File: src/rtl/operand_fetch_stage.sv
// ID/EX operand-fetch stage: drives regfile read addresses, bypasses same-cycle
// writebacks, registers operands plus pass-through fields, and refreshes them while stalled.
module operand_fetch_stage #(
  parameter int DATA_W     = 64,
  parameter int REG_ADDR_W = 5,
  parameter int CTRL_W     = 16,
  parameter int ZERO_REG   = 31
) (
  input  logic                  clk,
  input  logic                  reset,
  input  logic                  in_valid,
  output logic                  in_ready,
  input  logic [REG_ADDR_W-1:0] in_rn,
  input  logic [REG_ADDR_W-1:0] in_rm,
  input  logic [REG_ADDR_W-1:0] in_rd,
  input  logic [DATA_W-1:0]     in_imm,
  input  logic [CTRL_W-1:0]     in_ctrl,
  output logic [REG_ADDR_W-1:0] readReg1,
  output logic [REG_ADDR_W-1:0] readReg2,
  input  logic [DATA_W-1:0]     readData1,
  input  logic [DATA_W-1:0]     readData2,
  input  logic                  wb_en,
  input  logic [REG_ADDR_W-1:0] wb_reg,
  input  logic [DATA_W-1:0]     wb_data,
  input  logic                  flush,
  output logic                  out_valid,
  input  logic                  out_ready,
  output logic [DATA_W-1:0]     out_a,
  output logic [DATA_W-1:0]     out_b,
  output logic [REG_ADDR_W-1:0] out_rn,
  output logic [REG_ADDR_W-1:0] out_rm,
  output logic [REG_ADDR_W-1:0] out_rd,
  output logic [DATA_W-1:0]     out_imm,
  output logic [CTRL_W-1:0]     out_ctrl
);

  localparam logic [REG_ADDR_W-1:0] ZERO_IDX = REG_ADDR_W'(ZERO_REG);

  typedef struct packed {
    logic [DATA_W-1:0]     a;
    logic [DATA_W-1:0]     b;
    logic [REG_ADDR_W-1:0] rn;
    logic [REG_ADDR_W-1:0] rm;
    logic [REG_ADDR_W-1:0] rd;
    logic [DATA_W-1:0]     imm;
    logic [CTRL_W-1:0]     ctrl;
  } payload_t;

  payload_t payload_q, payload_d;
  logic     out_valid_q, out_valid_d;
  logic     accept, handoff, stalled;

  // A writeback to XZR never counts as a hit, so it can neither bypass nor refresh.
  function automatic logic wb_hit(input logic                  en,
                                  input logic [REG_ADDR_W-1:0] wreg,
                                  input logic [REG_ADDR_W-1:0] idx);
    return en && (wreg == idx) && (idx != ZERO_IDX);
  endfunction

  function automatic logic [DATA_W-1:0] select_operand(input logic [REG_ADDR_W-1:0] idx,
                                                       input logic [DATA_W-1:0]     rf_data,
                                                       input logic                  en,
                                                       input logic [REG_ADDR_W-1:0] wreg,
                                                       input logic [DATA_W-1:0]     wdata);
    if (idx == ZERO_IDX)       return '0;
    if (wb_hit(en, wreg, idx)) return wdata;
    return rf_data;
  endfunction

  assign readReg1 = in_rn;
  assign readReg2 = in_rm;

  assign in_ready = !out_valid_q || out_ready || flush;
  assign accept   = in_valid && in_ready && !flush;
  assign handoff  = out_valid_q && out_ready;
  assign stalled  = out_valid_q && !out_ready && !flush;

  always_comb begin
    // NOTE: every output of this block is defaulted first so no path can infer a latch.
    out_valid_d = out_valid_q;
    payload_d   = payload_q;
    if (flush) begin
      out_valid_d = 1'b0;
    end else if (accept) begin
      out_valid_d  = 1'b1;
      payload_d.a  = select_operand(in_rn, readData1, wb_en, wb_reg, wb_data);
      payload_d.b  = select_operand(in_rm, readData2, wb_en, wb_reg, wb_data);
      payload_d.rn   = in_rn;
      payload_d.rm   = in_rm;
      payload_d.rd   = in_rd;
      payload_d.imm  = in_imm;
      payload_d.ctrl = in_ctrl;
    end else if (handoff) begin
      out_valid_d = 1'b0;
    end else if (stalled) begin
      if (wb_hit(wb_en, wb_reg, payload_q.rn)) payload_d.a = wb_data;
      if (wb_hit(wb_en, wb_reg, payload_q.rm)) payload_d.b = wb_data;
    end
  end

  always_ff @(posedge clk or negedge reset) begin
    // NOTE: sequential state uses non-blocking assignments so all registers update together.
    if (!reset) begin
      out_valid_q <= 1'b0;
      payload_q   <= '0;
    end else begin
      out_valid_q <= out_valid_d;
      payload_q   <= payload_d;
    end
  end

  assign out_valid = out_valid_q;
  assign out_a     = payload_q.a;
  assign out_b     = payload_q.b;
  assign out_rn    = payload_q.rn;
  assign out_rm    = payload_q.rm;
  assign out_rd    = payload_q.rd;
  assign out_imm   = payload_q.imm;
  assign out_ctrl  = payload_q.ctrl;

endmodule

File: config.mk
export PLATFORM = sky130hd
export DESIGN_NAME = operand_fetch_stage
export DESIGN_NICKNAME = d
export VERILOG_FILES = /design/src/rtl/operand_fetch_stage.sv
export SDC_FILE = /design/constraint.sdc
export NUM_CORES = 1
export LEC_CHECK = 0
export CAP_MARGIN = 20
export CORE_AREA = 2 2 207 209
export DETAILED_ROUTE_END_ITERATION = 10
export DIE_AREA = 0 0 209 211
export GPL_TIMING_DRIVEN = 0
export PLACE_DENSITY = 0.62
export SLEW_MARGIN = 20
export SYNTH_ARGS = -nofsm -noshare
export SYNTH_HDL_FRONTEND = slang
export SYNTH_SLANG_ARGS = --single-unit
export TNS_END_PERCENT = 20
File: constraint.sdc
create_clock -name clk -period 3.14 [get_ports clk]
set_input_delay 0.628 -clock clk [delete_from_list [all_inputs] [get_ports clk]]
set_output_delay 0.628 -clock clk [all_outputs]
set_load 0.1 [all_outputs]
==> flow_summary.toml, run 1 <==
[layout]
fin_nets = 1755
area_growth_pct = 70.0
layout_commonest_cell = "clkdlybuf4s50_1"
final_cell_mix = "517 x clkdlybuf4s50_1, 286 x nand2_1, 224 x dfrtp_1"
drive_gt1_share_pct = 11.5
fill_cells = 4025

[clock_tree]
clock_path_buffers = 3
clkTransAtPathRegs_ns = 0.05
cts_tree = "done"
h-tree-depth = 1
clock_sinks = 224
cts_buffers = 27
root_buffer = "clkbuf_16"
clk_latency_ns = 0.54

[sta]
max_slew_margin_pct = 24.2
slew_viol_final = 0
timing.setup.tns_ns = 0
skew_ns = 0.00732
rsz0062_at_grt = "no"
hold_viol_final = 0
min_period_ns = 3.09
fmax_ghz = 0.324
setup_viol = 0
worst_slew_pin_slew_ns = 1.13
fin_crit_sh_pct = 98.3

[power]
p_leak_nw = 7.69
finalPower_mw = 12.5
power_density_mw_per_mm2 = 743
peakVddDrop_uv = 406

[hold_path]
whs_path_depth = 2
hold_path.class = "flip-flop to flip-flop"

[detailed_routing]
drt_iter0_drc = 607
vias = 9614
antenna_left = 0
routed_wl_um = 44200
via_per_inst = 4.76
drc = 0
dr.pass1.iters = 5
detail_route.wl_per_cell_um = 21.9

[global_routing]
antenna_found_initial = 9
grt_usage_pct = 19.4
grt_max_degree = 93
grt_pass1_wl_um = 65000
grt_pass1_vias = 10062
grt_overflow = 0

[place]
gp_congestion = 0.921
port_buffers = 528
dpl.hpwl_um = 33500

[floorplan]
row_count = 75
initial_utilization_pct = 23.6
die_height_um = 211
ioPinCount = 533
die_area_mm2 = 0.0441
die_w_um = 209
fp.coreArea_mm2 = 0.0418

[logic_synthesis]
syn_inst = 897
ys_ff_latch = 224
ys_seq_area_share_pct = 56.8
ys_types = 31
synth_nets = 1195
syn_area_mm2 = 0.00986
ys_warn_count = 0
avgSynthCellArea_um2 = 11.0

[critical_path]
slowest_delay_ns = 1.11
required_ns = 2.51
crit_path_end_kind = "output pin"
crit_family = "buffers and inverters"
critPathSlowestCell = "clkdlybuf4s50_1"
path_class = "input pin to output pin"
crit_fanout = 4
cp_num_buf_inv = 3
crit_cells = 3
worstPathArrival_ns = 2.46
reg2reg_depth = 7
crit_path_start_kind = "input pin"
cpMostUsedCell = "clkdlybuf4s50_1"
cp_cell_sequence = "clkdlybuf4s50_1, buf_4, clkdlybuf4s50_1"

[run_status]
status = "finished, final reports clean"

[run]
max_cap_viol_count = 0
==> Yosys cell counts <==
cell	number	area share, %
nand2_1	286	11
dfrtp_1	224	57
a221o_1	128	13
and3_1	75	4.8
and3_2	55	4.2
clkbuf_1	38	1.4
buf_4	17	1.3
buf_6	14	1.6
xnor2_1	10	0.89
buf_2	8	0.41
xor2_1	8	0.71
buf_12	6	1.2
nand4_1	3	0.19
or2_2	3	0.19
a211oi_4	2	0.41
a31oi_1	2	0.13
buf_1	2	0.076
nand3_1	2	0.10
nor2_2	2	0.13
a41o_1	1	0.10
a41o_2	1	0.11
and3b_2	1	0.10
buf_8	1	0.15
clkbuf_8	1	0.14
nand2b_4	1	0.14
nand3_2	1	0.10
nand3_4	1	0.18
nand3b_1	1	0.076
nor4_2	1	0.13
nor4_4	1	0.22
or3b_4	1	0.11
==> metrics by stage <==
stage                     cell area [µm²]  cells  util, %  hold slack [ns]  setup slack, ns
after floorplan                      9860    897        -            0.332            0.744
after global placement              15800   1964     37.9            0.458            -8.68
after CTS                           16800   2014     40.1            0.475           0.0290
after global routing                16800   2018     40.1            0.498           0.0178
after detailed placement            15900   1966     38.0            0.462           -0.630
final                               16800   2019     40.2            0.472           0.0537
==> state kept, by name, indices dropped and copies added, names as in the netlist <==
signal	cells
out_valid	1
out_a	64
out_ctrl	16
out_imm	64
out_b	64
out_rm	5
out_rn	5
out_rd	5
==> cell type report <==
class | count | area [µm²] | area share [%]
repair buffers | 531 | 5340 | 31.8
flip-flops and latches | 224 | 5610 | 33.4
diodes | 5 | 12.5 | 0.0746
clock buffers | 42 | 822 | 4.90
well taps | 539 | 674 | 4.02
clock inverters | 5 | 50.0 | 0.298
plain buffers | 87 | 627 | 3.74
multi-input cells | 586 | 3640 | 21.7
==> worst reg2reg max path: stages (launching register included) <==
cell and delay [ns]:
dfrtp_1 0.41, nand2b_4 0.09, nand3b_1 0.40, a31oi_1 0.40
clkbuf_2 0.38, clkbuf_1 0.63, and3_1 0.27, a221o_1 0.11
==> power breakdown <==
| group | leakage (nW) | switching, mW | total, mW | internal [mW] |
|---|---|---|---|---|
| combinational | 4.47 | 4.27 | 5.73 | 1.46 |
| clock | 0.434 | 1.23 | 3.09 | 1.86 |
| sequential | 2.78 | 0.299 | 3.64 | 3.34 |
==> layer usage <==
| metal | GRT usage (%) | wire (µm) | vias up |
|---|---|---|---|
| met5 | 0 | 29 | - |
| met4 | 6.48 | 1240 | 4 |
| met3 | 7.92 | 4890 | 62 |
| met2 | 33.5 | 21600 | 500 |
| met1 | 21.8 | 16400 | 4702 |
| li1 | - | - | 4346 |
==> worst paths after layout <==
kind	from	to	slack [ns]
setup reg to reg	out_valid$_DFFE_PN0P_	out_b[21]$_DFFE_PN0P_	0.39
max in group asynchronous	reset	out_imm[61]$_DFFE_PN0P_	1.73
min in group asynchronous	reset	out_a[15]$_DFFE_PN0P_	0.57
setup / recovery	in_rn[2]	readReg1[2]	0.05
hold reg to reg	out_imm[35]$_DFFE_PN0P_	out_imm[35]$_DFFE_PN0P_	0.47
hold / removal	out_imm[35]$_DFFE_PN0P_	out_imm[35]$_DFFE_PN0P_	0.47
==> what timing repair did <==
action,in CTS,in global routing
pin swaps,0,0
cloned,0,0
setup endpoints to repair,18,53
hold endpoints to repair,41,0
setup buffers,0,0
hold buffers,1,0
resized for setup,9,6
==> cells by family (layout without fill, tap and decap cells) <==
logic type             after synthesis  in the layout  share of synthesized area [%]
flip-flops                         224            224                           56.8
other                                0              5                              0
buffers and inverters               87            665                           6.33
AND/OR/NAND/NOR                    434            434                           21.5
XOR/XNOR                            18             18                           1.60
AO/OA/AOI/OAI                      134            134                           13.7
Note: power is estimated with default switching activity, not from simulation.
==> inputs of run 2 (changes only) <==
CORE_AREA = 8 8 203 205   (was 2 2 207 209)
DIE_AREA = 0 0 211 213   (was 0 0 209 211)
PLACE_DENSITY = 0.66   (was 0.62)
clock period = 3.4 ns   (was 3.14 ns; I/O delays follow)
==> run 2 against run 1 <==
Setup slack better by 0.075 ns; critical endpoint is now readReg2[3]; combinational power is 7.5% lower; first-iteration DRC count is 7.1% higher; die area is 1.9% higher; highest routed layer unchanged; largest power group unchanged; largest cell class unchanged.
==> flow_summary.toml, run 2 (same netlist as run 1, synthesis figures left out) <==
[clock_tree]
clk_latency_ns = 0.55
ctsHoldBuffers = 0
cts_tree = "done"
cts_resized = 0
cts_setup_buffers = 0
clock_sinks = 224
root_buffer = "clkbuf_16"
clock_path_buffers = 3
h-tree-depth = 1
clkTransAtPathRegs_ns = 0.06
cts_buffers = 27

[detailed_routing]
detail_route.wl_per_cell_um = 23.0
drc = 0
via_per_inst = 4.78
dr.pass1.iters = 4
routed_wl_um = 46000
vias = 9558
drt_iter0_drc = 650
antenna_left = 0

[global_routing]
grt_pass1_wl_um = 67200
grt_pass1_vias = 10270
antenna_found_initial = 10
grt_overflow = 0
grt_usage_pct = 19.5
grt_max_degree = 93

[critical_path]
crit_cells = 3
r2r-end = "out_b[20]$_DFFE_PN0P_"
cp_num_buf_inv = 3
reg2reg_depth = 7
crit_family = "buffers and inverters"
cp_cell_sequence = "clkdlybuf4s50_1, buf_4, clkdlybuf4s50_1"
critPathLaunch = "in_rm[3]"
crit_path_end = "readReg2[3]"
timing.rr.start = "out_valid$_DFFE_PN0P_"
cpMostUsedCell = "clkdlybuf4s50_1"
slowest_delay_ns = 1.12
required_ns = 2.72
crit_path_start_kind = "input pin"
ff2ff_setup_slack_ns = 0.70
crit_path_end_kind = "output pin"
crit_fanout = 4
path_class = "input pin to output pin"
worstPathArrival_ns = 2.59
critPathSlowestCell = "clkdlybuf4s50_1"

[layout]
final_cell_mix = "524 x clkdlybuf4s50_1, 286 x nand2_1, 224 x dfrtp_1"
fin_util_pct = 44.1
fin_nets = 1754
drive_gt1_share_pct = 11.3
area_growth_pct = 70.2
layout_commonest_cell = "clkdlybuf4s50_1"

[floorplan]
die_height_um = 213
die_area_mm2 = 0.0449
die_w_um = 211
ioPinCount = 533
initial_utilization_pct = 25.9
fp.coreArea_mm2 = 0.0381
row_count = 72

[run_status]
status = "finished, final reports clean"

[sta]
min_period_ns = 3.27
skew_ns = 0.0247
setup_viol = 0
fmax_ghz = 0.306
rsz0062_at_grt = "no"
fin_crit_sh_pct = 96.2
worst_slew_pin_slew_ns = 1.09
slew_viol_final = 0
hold_ws_ns = 0.0833
max_slew_margin_pct = 26.9
hold_viol_final = 0

[power]
switching_share_pct = 46.0
p_leak_nw = 7.70
clockPowerShare_pct = 26.0
internal_power_mw = 6.31
peakVddDrop_uv = 566
seqPwrFrac_pct = 28.6
p_sw_mw = 5.38
finalPower_mw = 11.7
power_density_mw_per_mm2 = 696
pwr-share-comb_pct = 45.4

[place]
port_buffers = 528
gp_congestion = 0.866
dpl.hpwl_um = 36100

[run]
max_cap_viol_count = 0

[hold_path]
hold_path.class = "input pin to asynchronous set/reset pin"
==> run 2: routing by layer <==
layer / up-vias / part of all wire (%) / track usage (%)
met5: - / 0.074 / 0
met4: 6 / 1.9 / 4.13
met3: 58 / 10 / 8.03
met2: 450 / 49 / 34.3
met1: 4712 / 38 / 22.1
li1: 4332 / - / -
==> run 2: power by group through the flow <==
stage	logic [mW]	clock network [mW]	registers, mW
final	5.30	3.04	3.34
after global routing	5.47	3.19	3.39
after CTS	5.34	3.10	3.34
after detailed placement	5.33	0	3.38
after global placement	5.31	0	3.37
after floorplan	0.618	0	6.44
==> run 2: how the worst min path moves through the flow <==
stage / start / endpoint / slack (ns) / depth (start not counted)
2_1_floorplan: reset / out_a[0]$_DFFE_PN0P_ / 0.38 / 0
4_1_cts: reset / out_a[35]$_DFFE_PN0P_ / 0.07 / 1
3_3_place_gp: out_imm[54]$_DFFE_PN0P_ / out_imm[54]$_DFFE_PN0P_ / 0.46 / 2
3_5_place_dp: out_imm[26]$_DFFE_PN0P_ / out_imm[26]$_DFFE_PN0P_ / 0.46 / 2
5_1_grt: reset / out_b[35]$_DFFE_PN0P_ / 0.11 / 1
6_report: reset / out_a[35]$_DFFE_PN0P_ / 0.08 / 1
==> run 2: stage by stage <==
step                setup slack (ns)  cell area (µm²)  instances  setup TNS, ns
floorplan                       1.00             9860        897              0
CTS                            0.119            16800       1994              0
global route                   0.102            16800       1996              0
finish                         0.128            16800       1998              0
global placement               -8.38            15800       1943       -1878.28
detailed placement            -0.172            15800       1945         -11.74
==> run 2: cell type report <==
class,count,area (µm²)
diodes,4,10.0
plain buffers,87,624
clock buffers,41,818
clock inverters,8,118
fillers,3622,21300
multi-input cells,586,3630
flip-flops and latches,224,5610
well taps,518,648
repair buffers,530,5330
==> run 2: worst register-to-register path, delay by kind of cell (launching register included) <==
family                 cells  cell delay [ns]
AND/OR/NAND/NOR            3             0.65
buffers and inverters      2             1.13
AO/OA/AOI/OAI              2             0.45
flip-flops                 1             0.40
==> inputs of run 3 (changes only) <==
ABC_AREA = 1   (was not set)
CORE_AREA = 2 2 206 208   (was 8 8 203 205)
DIE_AREA = 0 0 208 210   (was 0 0 211 213)
PLACE_DENSITY = 0.69   (was 0.66)
==> run 3 against run 2 <==
Clock-buffer cell count decreased by 4; critical path depth rose by 1; non-clock buffer count up 23; register-to-register slack better by 0.65 ns; sequential share of layout area down 4.6 points; global-route usage up 3.9 points; clock skew down 0.0036 ns; via count is 45% higher; setup slack got worse by 0.0022 ns; largest power group unchanged; highest routed layer unchanged.
==> flow_summary.toml, run 3 <==
[clock_tree]
clock_path_buffers = 3
ctsHoldBuffers = 0
cts_tree = "done"
root_buffer = "clkbuf_16"
clkTransAtPathRegs_ns = 0.06
h-tree-depth = 1
cts_resized = 0
clk_latency_ns = 0.57
cts_buffers = 28
clock_sinks = 224
cts_setup_buffers = 0

[logic_synthesis]
syn_area_mm2 = 0.0124
synth_nets = 2231
synth_xor_area_share_pct = 0.0707
ys.flop_type = "dfrtp_1"
ys_seq_area_share_pct = 45.2
synth_compound_area_share_pct = 0.606
synthTopCellsByCount = "1148 x nand2_1, 274 x nor2_1, 224 x dfrtp_1"
synth_top_cell_area_share_pct = 45.2
ys_types = 18
synth_top_family_by_area = "simple AND/OR/NAND/NOR gates"
synth.largest_area_cell = "dfrtp_1"
syn_inst = 1933
synthSimpleGateAreaFrac_pct = 43.7
muxShareOfSynthArea_pct = 0
ys_ff_latch = 224
synth_area_leaders = "dfrtp_1 45%, nand2_1 35%, nor2_1 8.3%, inv_1 4.5%, buf_6 2.6%"
async_reset_ff_share_pct = 100
ys_warn_count = 0
synth-adder-area-share_pct = 0
synth_edf_count = 0
avgSynthCellArea_um2 = 6.41
yosysMostFrequentCell = "nand2_1"

[detailed_routing]
routed_wl_um = 52000
antenna_left = 0
drt_iter0_drc = 658
via_per_inst = 4.54
met1Wirelength_um = 20500
drc = 0
top_layer_used = "met5"
vias = 13896
dr.pass1.iters = 5
detail_route.wl_per_cell_um = 17.0
met2RoutedLength_um = 25000
dr_wl_met3_um = 4270

[sta]
skew_ns = 0.0212
hold_ws_ns = 0.0480
setup_viol = 0
fin_crit_sh_pct = 96.3
min_period_ns = 3.27
setup_ws_ns = 0.126
worst_slew_pin_slew_ns = 1.13
fmax_ghz = 0.305
max_slew_margin_pct = 24.6
hold_viol_final = 0
rsz0062_at_grt = "no"
slew_viol_final = 0

[place]
dpl.hpwl_um = 40400
place_ws_ns = 0.128
port_buffers = 531
placed_area_mm2 = 0.0184
gp_congestion = 0.957

[floorplan]
fp.coreArea_mm2 = 0.0415
die_height_um = 210
initial_utilization_pct = 29.9
row_count = 75
die_w_um = 208
ioPinCount = 533
die_area_mm2 = 0.0437

[power]
p_leak_nw = 10.7
power_density_mw_per_mm2 = 632
finalPower_mw = 12.3
peakVddDrop_uv = 473

[critical_path]
crit_path_start_kind = "input pin"
worstPathArrival_ns = 2.59
crit_fanout = 4
required_ns = 2.72
crit_path_end_kind = "output pin"
path_class = "input pin to output pin"

[layout]
design_area_mm2 = 0.0194
area_growth_pct = 56.9
fin_nets = 2794
layout_commonest_cell = "nand2_1"
final_cell_mix = "1148 x nand2_1, 529 x clkdlybuf4s50_1, 272 x nor2_1"
drive_gt1_share_pct = 5.53
fin_util_pct = 46.9

[run]
max_cap_viol_count = 0

[global_routing]
grt_pass1_vias = 14149
grt_overflow = 0
grt_max_degree = 84
grt_usage_pct = 23.4
antenna_found_initial = 11
grt_pass1_wl_um = 79700

[hold_path]
hold_path.class = "input pin to asynchronous set/reset pin"

[run_status]
status = "finished, final reports clean"
-- run 3: cell families (layout without fill, tap and decap cells) --
| logic type | count (synthesis) | in the layout |
|---|---|---|
| and+or+nand+nor | 1435 | 1435 |
| buffers and inverters | 258 | 840 |
| DFF | 224 | 224 |
| AOI/OAI and AO/OA | 15 | 15 |
| xor gates and xnor gates | 1 | 1 |
| other | 0 | 10 |
-- run 3: layout make-up --
type                    instances  area (µm²)
diodes                         10        25.0
plain buffers                 107         727
clock buffers                  37         795
clock inverters                12         180
fillers                      4171       22000
inverters                     151         567
multi-input cells            1451        5500
flip-flops and latches        224        5610
well taps                     539         674
repair buffers                533        5370
-- run 3: critical path, stage by stage --
cell,delay (ns)
clkdlybuf4s50_1,0.49
inv_1,0.06
nand3_1,0.17
clkdlybuf4s50_1,1.19
-- run 3: per-layer routing --
metal  global-route usage (%)  vias to the layer above
met2                     39.9                      606
met3                     6.06                      122
li1                         -                     6780
met4                     11.4                        2
met5                        0                        -
met1                     27.4                     6386
-- run 3: worst paths after layout --
| check | to | slack, ns | start | cells past startpoint |
|---|---|---|---|---|
| setup / recovery | in_ready | 0.13 | out_ready | 4 |
| hold / removal | out_a[57]$_DFFE_PN0P_ | 0.05 | reset | 1 |
| setup reg to reg | out_rd[3]$_DFFE_PN0P_ | 1.35 | out_valid$_DFFE_PN0P_ | 6 |
| hold reg to reg | out_a[20]$_DFFE_PN0P_ | 0.47 | out_a[20]$_DFFE_PN0P_ | 2 |
| max in group asynchronous | out_imm[12]$_DFFE_PN0P_ | 2.47 | reset | 2 |
| min in group clk | out_a[20]$_DFFE_PN0P_ | 0.47 | out_a[20]$_DFFE_PN0P_ | 2 |
-- run 3: metrics by stage --
step | std cells | TNS [ns]
after CTS | 3054 | 0
after global routing | 3064 | 0
after floorplan | 1933 | 0
final | 3064 | 0
after detailed placement | 3005 | 0
after global placement | 3003 | -1911.73
-- run 3: where the power goes --
group	total, mW	switching, mW	internal [mW]	leakage (nW)
Clock	3.16	1.23	1.94	0.475
Sequential	3.39	0.286	3.10	2.79
Combinational	5.73	4.35	1.38	7.46
Total	12.3	5.86	6.42	10.7
